==> config.mk <==
export PLATFORM = sky130hd
export DESIGN_NAME = sensor_input_filter
export DESIGN_NICKNAME = d
export VERILOG_FILES = /design/src/rtl/sensor_input_filter.sv
export SDC_FILE = /design/constraint.sdc
export NUM_CORES = 1
export LEC_CHECK = 0
export ABC_AREA = 1
export CAP_MARGIN = 10
export CORE_MARGIN = 2
export CORE_UTILIZATION = 45
export CTS_CLUSTER_SIZE = 12
export DETAILED_ROUTE_END_ITERATION = 10
export GPL_TIMING_DRIVEN = 0
export PLACE_DENSITY_LB_ADDON = 0.15
export SETUP_SLACK_MARGIN = 0.4
export SLEW_MARGIN = 20
export SYNTH_ARGS = -nofsm -noshare
export SYNTH_HDL_FRONTEND = slang
export SYNTH_SLANG_ARGS = --single-unit
==> constraint.sdc <==
create_clock -name clk_i -period 1.6 [get_ports clk_i]
set_input_delay 0.48 -clock clk_i [delete_from_list [all_inputs] [get_ports clk_i]]
set_output_delay 0.48 -clock clk_i [all_outputs]
set_load 0.01 [all_outputs]
==> src/rtl/sensor_input_filter.sv <==
// Per-channel 2-FF synchronizer plus stability debounce for the irrigation field sensors.
// Optional per-channel chatter detection is built when CHATTER_DETECT_EN is defined.
module sensor_input_filter #(
  parameter int unsigned NUM_CH          = 6,
  parameter int unsigned CNT_W           = 16,
  parameter int unsigned DEBOUNCE_CYCLES = 50000,
  parameter int unsigned CHATTER_WINDOW  = 1000000,
  parameter int unsigned CHATTER_LIMIT   = 8
) (
  input  logic              clk_i,
  input  logic              rst_n_i,
  input  logic [NUM_CH-1:0] raw_i,
  output logic [NUM_CH-1:0] filtered_o,
  output logic [NUM_CH-1:0] change_o,
  output logic              valid_o,
  input  logic              clear_chatter_i,
  output logic [NUM_CH-1:0] chatter_o
);

  localparam logic [CNT_W-1:0] CntMax = CNT_W'(DEBOUNCE_CYCLES - 1);

  logic [NUM_CH-1:0] s1_q, s1_d;
  logic [NUM_CH-1:0] s2_q, s2_d;
  logic [NUM_CH-1:0] filt_q, filt_d;
  logic [NUM_CH-1:0] change_q, change_d;
  logic [NUM_CH-1:0] settled_q, settled_d;
  logic [CNT_W-1:0]  cnt_q [NUM_CH];
  logic [CNT_W-1:0]  cnt_d [NUM_CH];

  always_comb begin
    s1_d      = raw_i;
    s2_d      = s1_q;
    filt_d    = filt_q;
    change_d  = '0;
    settled_d = settled_q;
    for (int ch = 0; ch < NUM_CH; ch++) begin
      cnt_d[ch] = cnt_q[ch];
      if (s1_q[ch] != s2_q[ch]) begin
        cnt_d[ch] = '0;
      end else if (cnt_q[ch] != CntMax) begin
        cnt_d[ch] = cnt_q[ch] + 1'b1;
      end
      // s2 has been stable for the full window, so commit it even if s1 just moved.
      if (cnt_q[ch] == CntMax) begin
        filt_d[ch]    = s2_q[ch];
        settled_d[ch] = 1'b1;
        change_d[ch]  = settled_q[ch] & (s2_q[ch] != filt_q[ch]);
      end
    end
  end

  always_ff @(posedge clk_i) begin
    if (!rst_n_i) begin
      s1_q      <= '0;
      s2_q      <= '0;
      filt_q    <= '0;
      change_q  <= '0;
      settled_q <= '0;
      for (int ch = 0; ch < NUM_CH; ch++) begin
        cnt_q[ch] <= '0;
      end
    end else begin
      s1_q      <= s1_d;
      s2_q      <= s2_d;
      filt_q    <= filt_d;
      change_q  <= change_d;
      settled_q <= settled_d;
      for (int ch = 0; ch < NUM_CH; ch++) begin
        cnt_q[ch] <= cnt_d[ch];
      end
    end
  end

  assign filtered_o = filt_q;
  assign change_o   = change_q;
  assign valid_o    = &settled_q;

`ifdef CHATTER_DETECT_EN
  localparam int unsigned WinW  = (CHATTER_WINDOW > 2) ? $clog2(CHATTER_WINDOW) : 1;
  localparam int unsigned EdgeW = $clog2(CHATTER_LIMIT + 1);
  localparam logic [WinW-1:0]  WinMax = WinW'(CHATTER_WINDOW - 1);
  localparam logic [EdgeW-1:0] EdgeLim = EdgeW'(CHATTER_LIMIT);

  logic [WinW-1:0]   win_q, win_d;
  logic              wrap;
  logic [EdgeW-1:0]  edge_q [NUM_CH];
  logic [EdgeW-1:0]  edge_d [NUM_CH];
  logic [NUM_CH-1:0] chat_q, chat_d;

  always_comb begin
    wrap   = (win_q == WinMax);
    win_d  = wrap ? '0 : win_q + 1'b1;
    chat_d = clear_chatter_i ? '0 : chat_q;
    for (int ch = 0; ch < NUM_CH; ch++) begin
      edge_d[ch] = edge_q[ch];
      if (wrap) begin
        edge_d[ch] = EdgeW'(s1_q[ch] ^ s2_q[ch]);
      end else if ((s1_q[ch] != s2_q[ch]) && (edge_q[ch] != EdgeLim)) begin
        edge_d[ch] = edge_q[ch] + 1'b1;
      end
      // Flag on reaching the limit only, so a clear is not immediately overridden.
      if ((edge_d[ch] == EdgeLim) && (edge_q[ch] != EdgeLim)) begin
        chat_d[ch] = 1'b1;
      end
    end
  end

  always_ff @(posedge clk_i) begin
    if (!rst_n_i) begin
      win_q  <= '0;
      chat_q <= '0;
      for (int ch = 0; ch < NUM_CH; ch++) begin
        edge_q[ch] <= '0;
      end
    end else begin
      win_q  <= win_d;
      chat_q <= chat_d;
      for (int ch = 0; ch < NUM_CH; ch++) begin
        edge_q[ch] <= edge_d[ch];
      end
    end
  end

  assign chatter_o = chat_q;
`else
  logic unused_clear_chatter;
  assign unused_clear_chatter = clear_chatter_i;
  assign chatter_o = '0;
`endif

endmodule

==> impl_metrics.py <==
metrics = {
    "placed_design": {
        "dp_hpwl_um": 9140,
        "place_area_um2": 6660,
        "port_buffers": 20,
        "place.gp.congestion": 0.856,
    },
    "power_and_ir_drop": {
        "p_per_area_nw_per_um2": 884,
        "combPwrFrac": 0.051,
        "p_clk_frac": 0.519,
        "switchingPower_mw": 1.65,
        "ir_drop_uv": 734,
        "swShare": 0.220,
        "pwr-share-seq": 0.430,
        "p_leak_nw": 3.19,
        "p_int_mw": 5.85,
    },
    "synthesis": {
        "ys.flop_type": "dfxtp_1",
        "synth_edf_count": 0,
        "synth_seq_cells": 126,
        "synthArstFlopShare": 0,
        "netlist_area_um2": 6140,
        "ys_types": 28,
        "synthCells": 928,
        "yosysSeqAreaShare": 0.411,
        "yosys_warnings": 0,
        "avgSynthCellArea_um2": 6.62,
    },
    "die": {
        "die_x_um": 121,
        "die_area_um2": 14600,
        "ioPinCount": 28,
        "die_y_um": 121,
        "floorplan.initialDensity": 0.462,
        "fp.coreArea_um2": 13300,
        "rows": 42,
    },
    "setup_path": {
        "cp_max_fo": 3,
        "path_delay_family": "flip-flops",
        "r2r_start": "cnt_q[3][0]",
        "crit_path_start": "settled_q[2]",
        "critical_path.cell_chain": "nand4_1, nor3_2, buf_2",
        "arrival_ns": 1.21,
        "critPathLaunchType": "register",
        "r2r_slack_ns": 0.40,
        "critPathKind": "reg -> out",
        "cp_slowest_cell": "dfxtp_2",
        "r2r_cells": 6,
        "cp_num_buf_inv": 1,
        "crit_required_ns": 1.12,
        "max_stage_delay_ns": 0.33,
        "cp-end-kind": "output port",
        "reg2reg_to": "cnt_q[3][12]",
    },
    "cells_and_area": {
        "postLayoutCoreUtil": 0.638,
        "num_antenna_cells": 0,
        "syn_to_final_growth_pct": 38.1,
        "fill_cells": 1141,
        "drive_above_1_share": 0.315,
        "layout_common_cells": "nand2_1 (175), nor2_1 (131), inv_1 (125), a21oi_1 (69), dfxtp_2 (47)",
        "final_common_cell": "nand2_1",
        "final_cell_area_um2": 8480,
        "nNetsFinal": 1029,
    },
    "clock_tree": {
        "clock_tree.buffer_depth": 2,
        "path_clk_slew_ns": 0.06,
        "cts_made_buffers": 17,
        "htreeDepth": 4,
        "cts_sinks": 126,
        "cts_root_buffer": "clkbuf_16",
        "clock_latency_ns": 0.41,
        "cts-hold-fix-buffers": 0,
        "cts_tree": "done",
    },
    "grt": {
        "antenna_found_initial": 0,
        "track_usage": 0.191,
        "grt_pass1_vias": 4923,
        "grt-ovfl-total": 0,
        "grt_first_pass_wirelength_um": 22500,
        "grt_max_degree": 17,
    },
    "timing": {
        "hold_viol": 0,
        "min_period_over_period": 1.05,
        "report.final.slew_viol_count": 0,
        "timing.hold.ws_ns": 0.341,
        "relSlewSlack": 0.607,
        "fmax_mhz": 593,
        "layout_min_cycle_time_ns": 1.69,
        "finalSetupViolCount": 1,
        "finalClockSkew_ns": 0.00415,
        "worst_slack_ns": -0.0861,
        "rsz0062_at_grt": "yes",
        "worst_slew_pin_slew_ns": 0.589,
    },
    "drt": {
        "via_per_inst": 4.88,
        "antenna_left": 0,
        "wl_per_cell_um": 11.6,
        "routed_wl_um": 14000,
        "first_pass_iters": 5,
        "vias": 5867,
        "drtIter0Drc": 371,
        "drc": 0,
    },
    "run": {
        "maxCapViolCount": 0,
    },
    "worst_hold_path": {
        "hold_start": "rst_n_i",
        "min_path_cells": 3,
        "whs_endpoint": "s2_q[5]",
        "hold_path_class": "in -> reg",
    },
    "status": {
        "run_status": "finished, violations left",
        "failed_checks": "negative setup slack",
    },
}
[logic make-up (layout without fill, tap and decap cells)]
logic type,Yosys count,count (layout),share of synthesized area
fa+ha+maj,6,6,0.0122
simple gates,516,517,0.357
flops,126,126,0.411
compound gates,119,119,0.102
xor+xnor,17,17,0.0242
buf+inv,143,236,0.0929
other cells,1,6,0.000611
[per-stage QoR]
stage | setup WS [ns] | total power [mW] | setup TNS (ns) | instances
4_1_cts | -0.189 | 7.52 | -0.189 | 1181
6_report | -0.0861 | 7.50 | -0.0861 | 1203
2_1_floorplan | 0.353 | 3.49 | 0 | 933
3_3_place_gp | -0.543 | 3.56 | -45.69 | 1129
5_1_grt | -0.227 | 7.77 | -0.227 | 1203
3_5_place_dp | -0.534 | 3.56 | -44.95 | 1129
[cell type report]
| class | count | area (µm²) | area share |
|---|---|---|---|
| repair buffers | 60 | 523 | 0.0617 |
| inverters | 133 | 508 | 0.0599 |
| clock inverters | 11 | 140 | 0.0165 |
| repair inverters | 1 | 7.51 | 0.000885 |
| clock buffers | 21 | 460 | 0.0543 |
| well taps | 176 | 220 | 0.0260 |
| multi-input cells | 665 | 3840 | 0.453 |
| flip-flops and latches | 126 | 2710 | 0.319 |
| plain buffers | 10 | 76.3 | 0.00900 |
[layer usage]
layer | wire (µm) | part of all wire | up-vias | GRT usage
met2 | 6400 | 0.46 | 73 | 0.295
met4 | 178 | 0.013 | 0 | 0.0589
met3 | 447 | 0.032 | 20 | 0.0481
met5 | 0 | 0 | - | 0
li1 | - | - | 3131 | -
met1 | 6980 | 0.50 | 2643 | 0.261
[worst max-delay path by stage]
| stage | end | slack [ns] | depth (start not counted) |
|---|---|---|---|
| finish | valid_o | -0.09 | 3 |
| global route | valid_o | -0.23 | 3 |
| CTS | valid_o | -0.19 | 3 |
| detailed placement | cnt_q[3][5] | -0.53 | 5 |
| global placement | cnt_q[2][14] | -0.54 | 6 |
| floorplan | cnt_q[3][12] | 0.35 | 6 |
[flip-flops by register name, summed over array words and instances (netlist names)]
| signal | count |
|---|---|
| s1_q | 6 |
| settled_q | 6 |
| s2_q | 6 |
| filtered_o | 6 |
| change_o | 6 |
| cnt_q | 96 |
[cell usage after synthesis (3+ instances only)]
cell | number | area (µm²)
o21bai_1 | 6 | 45.0
and2_1 | 3 | 18.8
ha_1 | 6 | 75.1
nand4_1 | 24 | 150
nand2_1 | 217 | 815
nor3_1 | 20 | 100
a21oi_1 | 76 | 380
buf_4 | 7 | 52.6
xnor2_1 | 14 | 123
o21ai_0 | 29 | 145
nor2_1 | 177 | 664
a211o_1 | 5 | 43.8
o21ai_1 | 3 | 15.0
dfxtp_1 | 126 | 2520
xor2_1 | 3 | 26.3
inv_2 | 4 | 15.0
nand3_1 | 63 | 315
inv_1 | 128 | 480
nor3_4 | 4 | 65.1
[worst min-delay path, delay by kind of cell]
kind,cells,cell delay (ns)
buf+inv,2,0.17
simple gates,1,0.06
[what timing repair did]
item                                    in CTS  in global routing
endpoints found under the setup margin     137                110
hold endpoints to repair                     0                  0
gates resized for setup                    188                174
pin swaps                                   24                 70
setup buffers                               19                 21
gates cloned                                 1                  1
[power groups by stage]
stage          Sequential, mW  Combinational, mW  Clock (mW)
2_1_floorplan            3.29              0.200           0
4_1_cts                  3.24              0.312        3.96
6_report                 3.22              0.384        3.89
5_1_grt                  3.23              0.423        4.12
3_5_place_dp             3.30              0.268           0
3_3_place_gp             3.30              0.266           0
No activity file was read; power rests on OpenSTA's default activity.
